--- config.mk ---
export PLATFORM = sky130hd
export DESIGN_NAME = eq_fir_sched_flat
export DESIGN_NICKNAME = d
export VERILOG_FILES = /design/src/rtl/eq_pkg.sv /design/src/rtl/eq_fir_sched_if.sv /design/src/rtl/eq_rd_addr_gen.sv /design/src/rtl/eq_fir_sched.sv /design/src/flat_wrapper.sv
export SDC_FILE = /design/constraint.sdc
export NUM_CORES = 1
export LEC_CHECK = 0
export BUFFER_PORTS_ARGS = -buffer_cell sky130_fd_sc_hd__buf_2
export CORE_ASPECT_RATIO = 1.25
export CORE_UTILIZATION = 50
export CTS_CLUSTER_SIZE = 10
export DETAILED_ROUTE_END_ITERATION = 16
export GPL_ROUTABILITY_DRIVEN = 0
export GPL_TIMING_DRIVEN = 0
export PLACE_DENSITY_LB_ADDON = 0.12
export SYNTH_ARGS = -nofsm -noshare
export SYNTH_HDL_FRONTEND = slang
export SYNTH_SLANG_ARGS = --single-unit
--- constraint.sdc ---
create_clock -name clk -period 3.51 [get_ports clk]
set_clock_uncertainty 0.05 [all_clocks]
set_input_delay 0 -clock clk [delete_from_list [all_inputs] [get_ports clk]]
set_output_delay 0 -clock clk [all_outputs]
set_load 0.1 [all_outputs]
--- src/rtl/eq_pkg.sv ---
//------------------------------------------------------------------
// eq_pkg : types and constants shared across the equalizer datapath
// Rev 1.0
//------------------------------------------------------------------
`default_nettype none

package eq_pkg;

  localparam int NUM_BANDS_MAX = 8;

  typedef logic [2:0] band_t;

  typedef enum logic [2:0] {
    ST_IDLE  = 3'd0,
    ST_RUN   = 3'd1,
    ST_DRAIN = 3'd2,
    ST_CAPT  = 3'd3,
    ST_DONE  = 3'd4
  } sched_state_t;

endpackage

`default_nettype wire

--- src/rtl/eq_fir_sched_if.sv ---
//------------------------------------------------------------------
// eq_fir_sched_if : scheduler <-> queue writer / MAC core / summer
// Rev 1.0
//------------------------------------------------------------------
`default_nettype none

interface eq_fir_sched_if
  import eq_pkg::*;
#(
  parameter int AW = 10
) ();

  logic          smpl_vld;
  logic [AW-1:0] wr_ptr;
  logic [15:0]   fir_result;
  logic          sequencing;
  band_t         band_sel;
  logic [AW-1:0] rd_addr;
  logic          busy;
  logic          band_vld;
  logic [15:0]   band_smpl;
  band_t         band_idx;
  logic          frame_done;
  logic          overrun;

  // Surrounding datapath: drives samples and core output, consumes results
  modport master (
    output smpl_vld, wr_ptr, fir_result,
    input  sequencing, band_sel, rd_addr, busy, band_vld, band_smpl,
           band_idx, frame_done, overrun
  );

  modport slave (
    input  smpl_vld, wr_ptr, fir_result,
    output sequencing, band_sel, rd_addr, busy, band_vld, band_smpl,
           band_idx, frame_done, overrun
  );

endinterface

`default_nettype wire

--- src/rtl/eq_rd_addr_gen.sv ---
//------------------------------------------------------------------
// eq_rd_addr_gen : circular sample-queue read address, newest first
// Rev 1.0
//------------------------------------------------------------------
`default_nettype none

module eq_rd_addr_gen #(
  parameter int AW        = 10,
  parameter int NUM_COEFF = 1021
) (
  input  wire logic          clk,
  input  wire logic          rst_n,
  input  wire logic          start,
  input  wire logic          restart,
  input  wire logic          advance,
  input  wire logic [AW-1:0] wr_ptr,
  output logic      [AW-1:0] rd_addr,
  output logic               last_tap
);

  localparam int TW = $clog2(NUM_COEFF) + 1;

  logic [AW-1:0] base;
  logic [TW-1:0] tap;
  logic [TW-1:0] tap_inc;

  assign tap_inc  = tap + TW'(1);
  assign last_tap = (tap == TW'(NUM_COEFF - 1));

  // Address is registered alongside the tap so it tracks base - tap exactly
  always_ff @(posedge clk or negedge rst_n) begin
    if (!rst_n) begin
      base    <= '0;
      tap     <= '0;
      rd_addr <= '0;
    end else if (start) begin
      base    <= wr_ptr;
      tap     <= '0;
      rd_addr <= wr_ptr;
    end else if (restart) begin
      tap     <= '0;
      rd_addr <= base;
    end else if (advance) begin
      tap     <= tap_inc;
      rd_addr <= base - AW'(tap_inc);
    end
  end

endmodule

`default_nettype wire

--- src/rtl/eq_fir_sched.sv ---
//------------------------------------------------------------------
// eq_fir_sched : runs the shared FIR MAC core once per band per sample
// Rev 1.0
//------------------------------------------------------------------
`default_nettype none

module eq_fir_sched
  import eq_pkg::*;
#(
  parameter int NUM_BANDS = 5,
  parameter int NUM_COEFF = 1021,
  parameter int DRAIN     = 2,
  parameter int AW        = 10
) (
  input  wire logic     clk,
  input  wire logic     rst_n,
  eq_fir_sched_if.slave bus
);

  localparam int DW = $clog2(DRAIN + 1) + 1;

  sched_state_t state, state_next;
  band_t        band, band_next;
  logic [DW-1:0] dcnt, dcnt_next;

  logic        start, restart, advance, last_tap;
  logic        sequencing_r, busy_r, band_vld_r, frame_done_r, overrun_r;
  logic [15:0] band_smpl_r;
  band_t       band_idx_r;

  eq_rd_addr_gen #(
    .AW        (AW),
    .NUM_COEFF (NUM_COEFF)
  ) u_rd_addr_gen (
    .clk      (clk),
    .rst_n    (rst_n),
    .start    (start),
    .restart  (restart),
    .advance  (advance),
    .wr_ptr   (bus.wr_ptr),
    .rd_addr  (bus.rd_addr),
    .last_tap (last_tap)
  );

  always_comb begin
    state_next = state;
    band_next  = band;
    dcnt_next  = dcnt;
    start      = 1'b0;
    restart    = 1'b0;
    advance    = 1'b0;
    case (state)
      ST_IDLE: begin
        if (bus.smpl_vld) begin
          state_next = ST_RUN;
          band_next  = '0;
          start      = 1'b1;
        end
      end
      ST_RUN: begin
        if (last_tap) begin
          state_next = (DRAIN == 0) ? ST_CAPT : ST_DRAIN;
          dcnt_next  = '0;
        end else begin
          advance = 1'b1;
        end
      end
      ST_DRAIN: begin
        if (dcnt == DW'(DRAIN - 1)) begin
          state_next = ST_CAPT;
        end else begin
          dcnt_next = dcnt + DW'(1);
        end
      end
      ST_CAPT: begin
        // The single low-sequencing cycle here clears the core accumulator
        if (band == band_t'(NUM_BANDS - 1)) begin
          state_next = ST_DONE;
        end else begin
          state_next = ST_RUN;
          band_next  = band + band_t'(1);
          restart    = 1'b1;
        end
      end
      ST_DONE: begin
        state_next = ST_IDLE;
        band_next  = '0;
      end
      default: begin
        state_next = ST_IDLE;
        band_next  = '0;
      end
    endcase
  end

  always_ff @(posedge clk or negedge rst_n) begin
    if (!rst_n) begin
      state <= ST_IDLE;
      band  <= '0;
      dcnt  <= '0;
    end else begin
      state <= state_next;
      band  <= band_next;
      dcnt  <= dcnt_next;
    end
  end

  // Status outputs are registered from the next state so they align with it
  always_ff @(posedge clk or negedge rst_n) begin
    if (!rst_n) begin
      sequencing_r <= 1'b0;
      busy_r       <= 1'b0;
      band_vld_r   <= 1'b0;
      frame_done_r <= 1'b0;
      overrun_r    <= 1'b0;
      band_smpl_r  <= '0;
      band_idx_r   <= '0;
    end else begin
      sequencing_r <= (state_next == ST_RUN) || (state_next == ST_DRAIN);
      busy_r       <= (state_next != ST_IDLE);
      frame_done_r <= (state_next == ST_DONE);
      band_vld_r   <= (state == ST_CAPT);
      if (state == ST_CAPT) begin
        band_smpl_r <= bus.fir_result;
        band_idx_r  <= band;
      end
      if (bus.smpl_vld && (state != ST_IDLE)) begin
        overrun_r <= 1'b1;
      end
    end
  end

  assign bus.sequencing = sequencing_r;
  assign bus.band_sel   = band;
  assign bus.busy       = busy_r;
  assign bus.band_vld   = band_vld_r;
  assign bus.band_smpl  = band_smpl_r;
  assign bus.band_idx   = band_idx_r;
  assign bus.frame_done = frame_done_r;
  assign bus.overrun    = overrun_r;

endmodule

`default_nettype wire

--- src/flat_wrapper.sv ---
// flat-port wrapper written by rule: the top's interface ports become plain ports
module eq_fir_sched_flat import eq_pkg::*;
#(
  parameter int NUM_BANDS = 5,
  parameter int NUM_COEFF = 1021,
  parameter int DRAIN     = 2,
  parameter int AW        = 10
)
  (clk, rst_n, bus_smpl_vld, bus_wr_ptr, bus_fir_result, bus_sequencing, bus_band_sel, bus_rd_addr, bus_busy, bus_band_vld, bus_band_smpl, bus_band_idx, bus_frame_done, bus_overrun);
  eq_fir_sched_if #(.AW(AW)) bus_i ();
  input  wire logic clk;
  input  wire logic rst_n;
  input wire logic [$bits(bus_i.smpl_vld)-1:0] bus_smpl_vld;
  input wire logic [$bits(bus_i.wr_ptr)-1:0] bus_wr_ptr;
  input wire logic [$bits(bus_i.fir_result)-1:0] bus_fir_result;
  output wire logic [$bits(bus_i.sequencing)-1:0] bus_sequencing;
  output wire logic [$bits(bus_i.band_sel)-1:0] bus_band_sel;
  output wire logic [$bits(bus_i.rd_addr)-1:0] bus_rd_addr;
  output wire logic [$bits(bus_i.busy)-1:0] bus_busy;
  output wire logic [$bits(bus_i.band_vld)-1:0] bus_band_vld;
  output wire logic [$bits(bus_i.band_smpl)-1:0] bus_band_smpl;
  output wire logic [$bits(bus_i.band_idx)-1:0] bus_band_idx;
  output wire logic [$bits(bus_i.frame_done)-1:0] bus_frame_done;
  output wire logic [$bits(bus_i.overrun)-1:0] bus_overrun;
  assign bus_i.smpl_vld = bus_smpl_vld;
  assign bus_i.wr_ptr = bus_wr_ptr;
  assign bus_i.fir_result = bus_fir_result;
  assign bus_sequencing = bus_i.sequencing;
  assign bus_band_sel = bus_i.band_sel;
  assign bus_rd_addr = bus_i.rd_addr;
  assign bus_busy = bus_i.busy;
  assign bus_band_vld = bus_i.band_vld;
  assign bus_band_smpl = bus_i.band_smpl;
  assign bus_band_idx = bus_i.band_idx;
  assign bus_frame_done = bus_i.frame_done;
  assign bus_overrun = bus_i.overrun;
  eq_fir_sched #(.NUM_BANDS(NUM_BANDS), .NUM_COEFF(NUM_COEFF), .DRAIN(DRAIN), .AW(AW)) u_core (.clk(clk), .rst_n(rst_n), .bus(bus_i));
endmodule
==> flow_summary.yaml <==
status:
  status: "finished, final reports clean"
clock_network:
  clk_lat_worst_skew_ns: 0.35
  max-clock-path-buffers: 2
  post_cts_resize_count: 0
  post-cts-setup-buffer-count: 0
  h_tree_lvl_count: 3
  cts_num_sinks: 64
  cts_made_buffers: 9
  clkSlewWorstSetupHoldPaths_ns: 0.08
  root_buf_cell: "sky130_fd_sc_hd__clkbuf_8"
  tritoncts: "built"
  cts_hold_repair.buffers: 28
final_layout:
  syn_to_final_growth_pct: 28.9
  nets: 504
  antenna-diode-count: 0
  fin_cells: 549
  filler_cell_count: 513
  final_layout_size_suffix_gt1_share_pct: 19.8
floorplan:
  initial_core_util_pct: 52.0
  die_height_um: 91.9
  design.portCount: 66
  rows: 32
  chipWidth_um: 73.9
  die_area_um2: 6790
  core_area_um2: 6210
critical_path:
  startpoint: "u_core.u_rd_addr_gen.tap[0]"
  worstSetupStartpointType: "register"
  crit_path_end: "u_core.u_rd_addr_gen.rd_addr[9]"
  setup.reg_to_reg.worst_slack_ns: 0.37
  crit_path_max_fanout: 6
  endpoint_of_the_most_critical_register_to_register_path: "u_core.u_rd_addr_gen.rd_addr[9]"
  critical_path.slowest_cell: "sky130_fd_sc_hd__dfrtp_1"
  criticalPathCategory: "reg -> reg"
  cp_slowest_stage_delay_ns: 0.42
  setup.worst_path.end_class: "register"
  timing.reg2reg.worst_path_depth: 11
  arrival_time_at_the_worst_endpoint_ns: 3.37
  critical_path.cell_chain: "ha_1 -> nand3_1 -> nor2_1 -> xnor2_1 -> ha_1 -> a21o_1 -> a21o_1 -> a221o_1 -> or3_1 -> a211oi_1 -> nand3b_1"
  required_time_worst_endpoint_ns: 3.74
  r2r_start: "u_core.u_rd_addr_gen.tap[0]"
global_routing:
  grt_start_max_net_pins: 65
  grtUsageTotal_pct: 23.7
  antenna_found_initial: 0
  grt_first_pass_wirelength_mm: 12.1
  first_global_vias: 2719
  grt.overflow.total: 0
logic_synthesis:
  asyncSetResetFlopFracSynth_pct: 100
  dominant_cell_type_by_area_after_synthesis: "sky130_fd_sc_hd__dfrtp_1"
  syn_inst: 355
  ys_seq_area_share_pct: 49.6
  synth.top_cells.by_area: "sky130_fd_sc_hd__dfrtp_1 (50%), sky130_fd_sc_hd__nand2_1 (13%), sky130_fd_sc_hd__ha_1 (5.8%)"
  synth_top_flop_cell: "sky130_fd_sc_hd__dfrtp_1"
  synth_top_area_share_pct: 49.6
  synthesis.nets: 400
  count_of_warnings_emitted_by_yosys: 0
  postSynthAreaPerCell_um2: 9.10
  synthDistinctLibCells: 49
  synth_top_cells_by_count: "sky130_fd_sc_hd__nand2_1 (112), sky130_fd_sc_hd__dfrtp_1 (64), sky130_fd_sc_hd__o21ai_0 (29)"
  synth_area_um2: 3230
  synth-edff-count: 0
  synthMostInstantiatedCell: "sky130_fd_sc_hd__nand2_1"
  synth-seq-cells: 64
sta:
  timing_max_transition_violations_final: 0
  fmax_mhz: 318
  grt_setup_unrepaired: "false"
  worst_tran_pin_value_ns: 0.793
  timing.final.crit_share_pct: 89.5
  setup_violations: 0
  finalHoldWorstSlack_ns: 0.254
  slew_headroom_pct: 47.1
  final-hold-violation-count: 0
  finalSetupTns_ns: 0
  finalCriticalPeriod_ns: 3.14
detailed_routing:
  postRouteWirelength_mm: 7.39
  vias_per_cell: 5.13
  iteration_count_of_the_initial_detailed_routing_pass: 4
  antenna_violating_nets_post_route: 0
  avgRoutedWirePerCell_um: 13.5
  drcViolationCount: 0
  detail_route.iter0.violations: 136
  vias: 2818
power:
  total_power_of_the_final_layout_uw: 3210
  vdd.ir_drop.worst_mv: 0.665
  power.leakage_uw: 0.00195
  pd_cells_nw_per_um2: 771
place:
  count_of_input_and_output_buffers: 65
  place_inst: 505
  detailed_place_hpwl_mm: 5.04
min_path:
  hp-class: "in -> async"
job:
  drv.max_cap_violation_count: 0
==> sequential cells by signal (all words and copies together), names as in the netlist <==
| name | flops |
|---|---|
| u_core.bus.band_smpl | 16 |
| u_core.u_rd_addr_gen.tap | 11 |
| u_core.u_rd_addr_gen.base | 10 |
| u_core.u_rd_addr_gen.rd_addr | 10 |
| u_core.bus.band_idx | 3 |
| u_core.bus.band_sel | 3 |
| u_core.dcnt | 3 |
| u_core.state | 3 |
| u_core.bus.band_vld | 1 |
| u_core.bus.busy | 1 |
| u_core.bus.frame_done | 1 |
| u_core.bus.overrun | 1 |
| u_core.bus.sequencing | 1 |
==> where the power goes <==
group / leakage (µW) / switching, µW / total, µW / internal [µW]
combinational: 0.00111 / 991 / 1500 / 508
sequential: 0.000734 / 121 / 1000 / 884
clock: 0.000110 / 306 / 706 / 401
==> metal layers <==
layer  global-route usage, %  share of wire [%]
met5                       0                  0
met4                    9.29                1.6
met3                    3.74                3.3
met2                    42.2                 51
met1                    27.7                 44
==> logic make-up (layout without fill, tap and decap cells) <==
group                    count (synthesis)  in the layout  synth area share [%]
AO/OA/AOI/OAI                           68             68                  13.0
adder cells (fa/ha/maj)                 16             16                  6.43
XOR/XNOR                                15             15                  4.07
AND/OR/NAND/NOR                        162            162                  22.3
flip-flops                              64             64                  49.6
buffers and inverters                   27            136                  3.64
multiplexers                             3              3                 0.969
==> cells in the final DEF, fill, tap and decap left out, types with 3 or more instances in the layout <==
cell	n
sky130_fd_sc_hd__nand2_1	112
sky130_fd_sc_hd__buf_2	65
sky130_fd_sc_hd__dfrtp_1	64
sky130_fd_sc_hd__o21ai_0	29
sky130_fd_sc_hd__dlygate4sd3_1	28
sky130_fd_sc_hd__ha_1	15
sky130_fd_sc_hd__nor2_1	14
sky130_fd_sc_hd__inv_1	13
sky130_fd_sc_hd__clkbuf_1	11
sky130_fd_sc_hd__clkbuf_8	9
sky130_fd_sc_hd__xor2_1	8
sky130_fd_sc_hd__a21oi_1	8
sky130_fd_sc_hd__xnor2_1	7
sky130_fd_sc_hd__a21o_1	6
sky130_fd_sc_hd__nand3_1	6
sky130_fd_sc_hd__nor3_1	6
sky130_fd_sc_hd__nor3b_1	5
sky130_fd_sc_hd__a31oi_1	4
sky130_fd_sc_hd__o21a_1	4
sky130_fd_sc_hd__nand3b_1	3
sky130_fd_sc_hd__nand4_1	3
==> critical path: cells and delay by family (launching register included) <==
kind / cells / cell delay [ns]
compound gates: 4 / 0.94
flops: 1 / 0.42
simple gates: 4 / 0.89
xor+xnor: 1 / 0.18
fa+ha+maj: 2 / 0.60
==> worst min-delay path by stage <==
stage | from | end | slack, ns | cells past startpoint
floorplan | rst_n | u_core.bus.band_idx[0] | -0.35 | 0
global placement | bus_fir_result[13] | u_core.bus.band_smpl[13] | 0.14 | 3
global route | bus_fir_result[13] | u_core.bus.band_smpl[13] | 0.34 | 4
detailed placement | rst_n | u_core.bus.band_smpl[1] | 0.09 | 1
CTS | rst_n | u_core.u_rd_addr_gen.rd_addr[7] | 0.27 | 2
finish | rst_n | u_core.u_rd_addr_gen.rd_addr[7] | 0.25 | 2
==> metrics by stage <==
| stage | util [%] | instance area (µm²) | setup slack (ns) |
|---|---|---|---|
| 2_1_floorplan | - | 3230 | 0.696 |
| 3_3_place_gp | 59.0 | 3660 | 0.433 |
| 3_5_place_dp | 59.0 | 3660 | 0.420 |
| 4_1_cts | 67.1 | 4160 | 0.363 |
| 5_1_grt | 67.1 | 4160 | 0.153 |
| 6_report | 67.1 | 4160 | 0.369 |
==> cell type report <==
type	count	area, µm²	area share [%]
Sequential cell	64	1600	38.5
Multi-Input combinational cell	264	1510	36.3
Timing Repair Buffer	93	608	14.6
Clock buffer	9	124	2.98
Tap cell	85	106	2.55
Clock inverter	7	95.1	2.28
Buffer	14	68.8	1.65
Inverter	13	48.8	1.17
(Power assumes the default switching activity.)
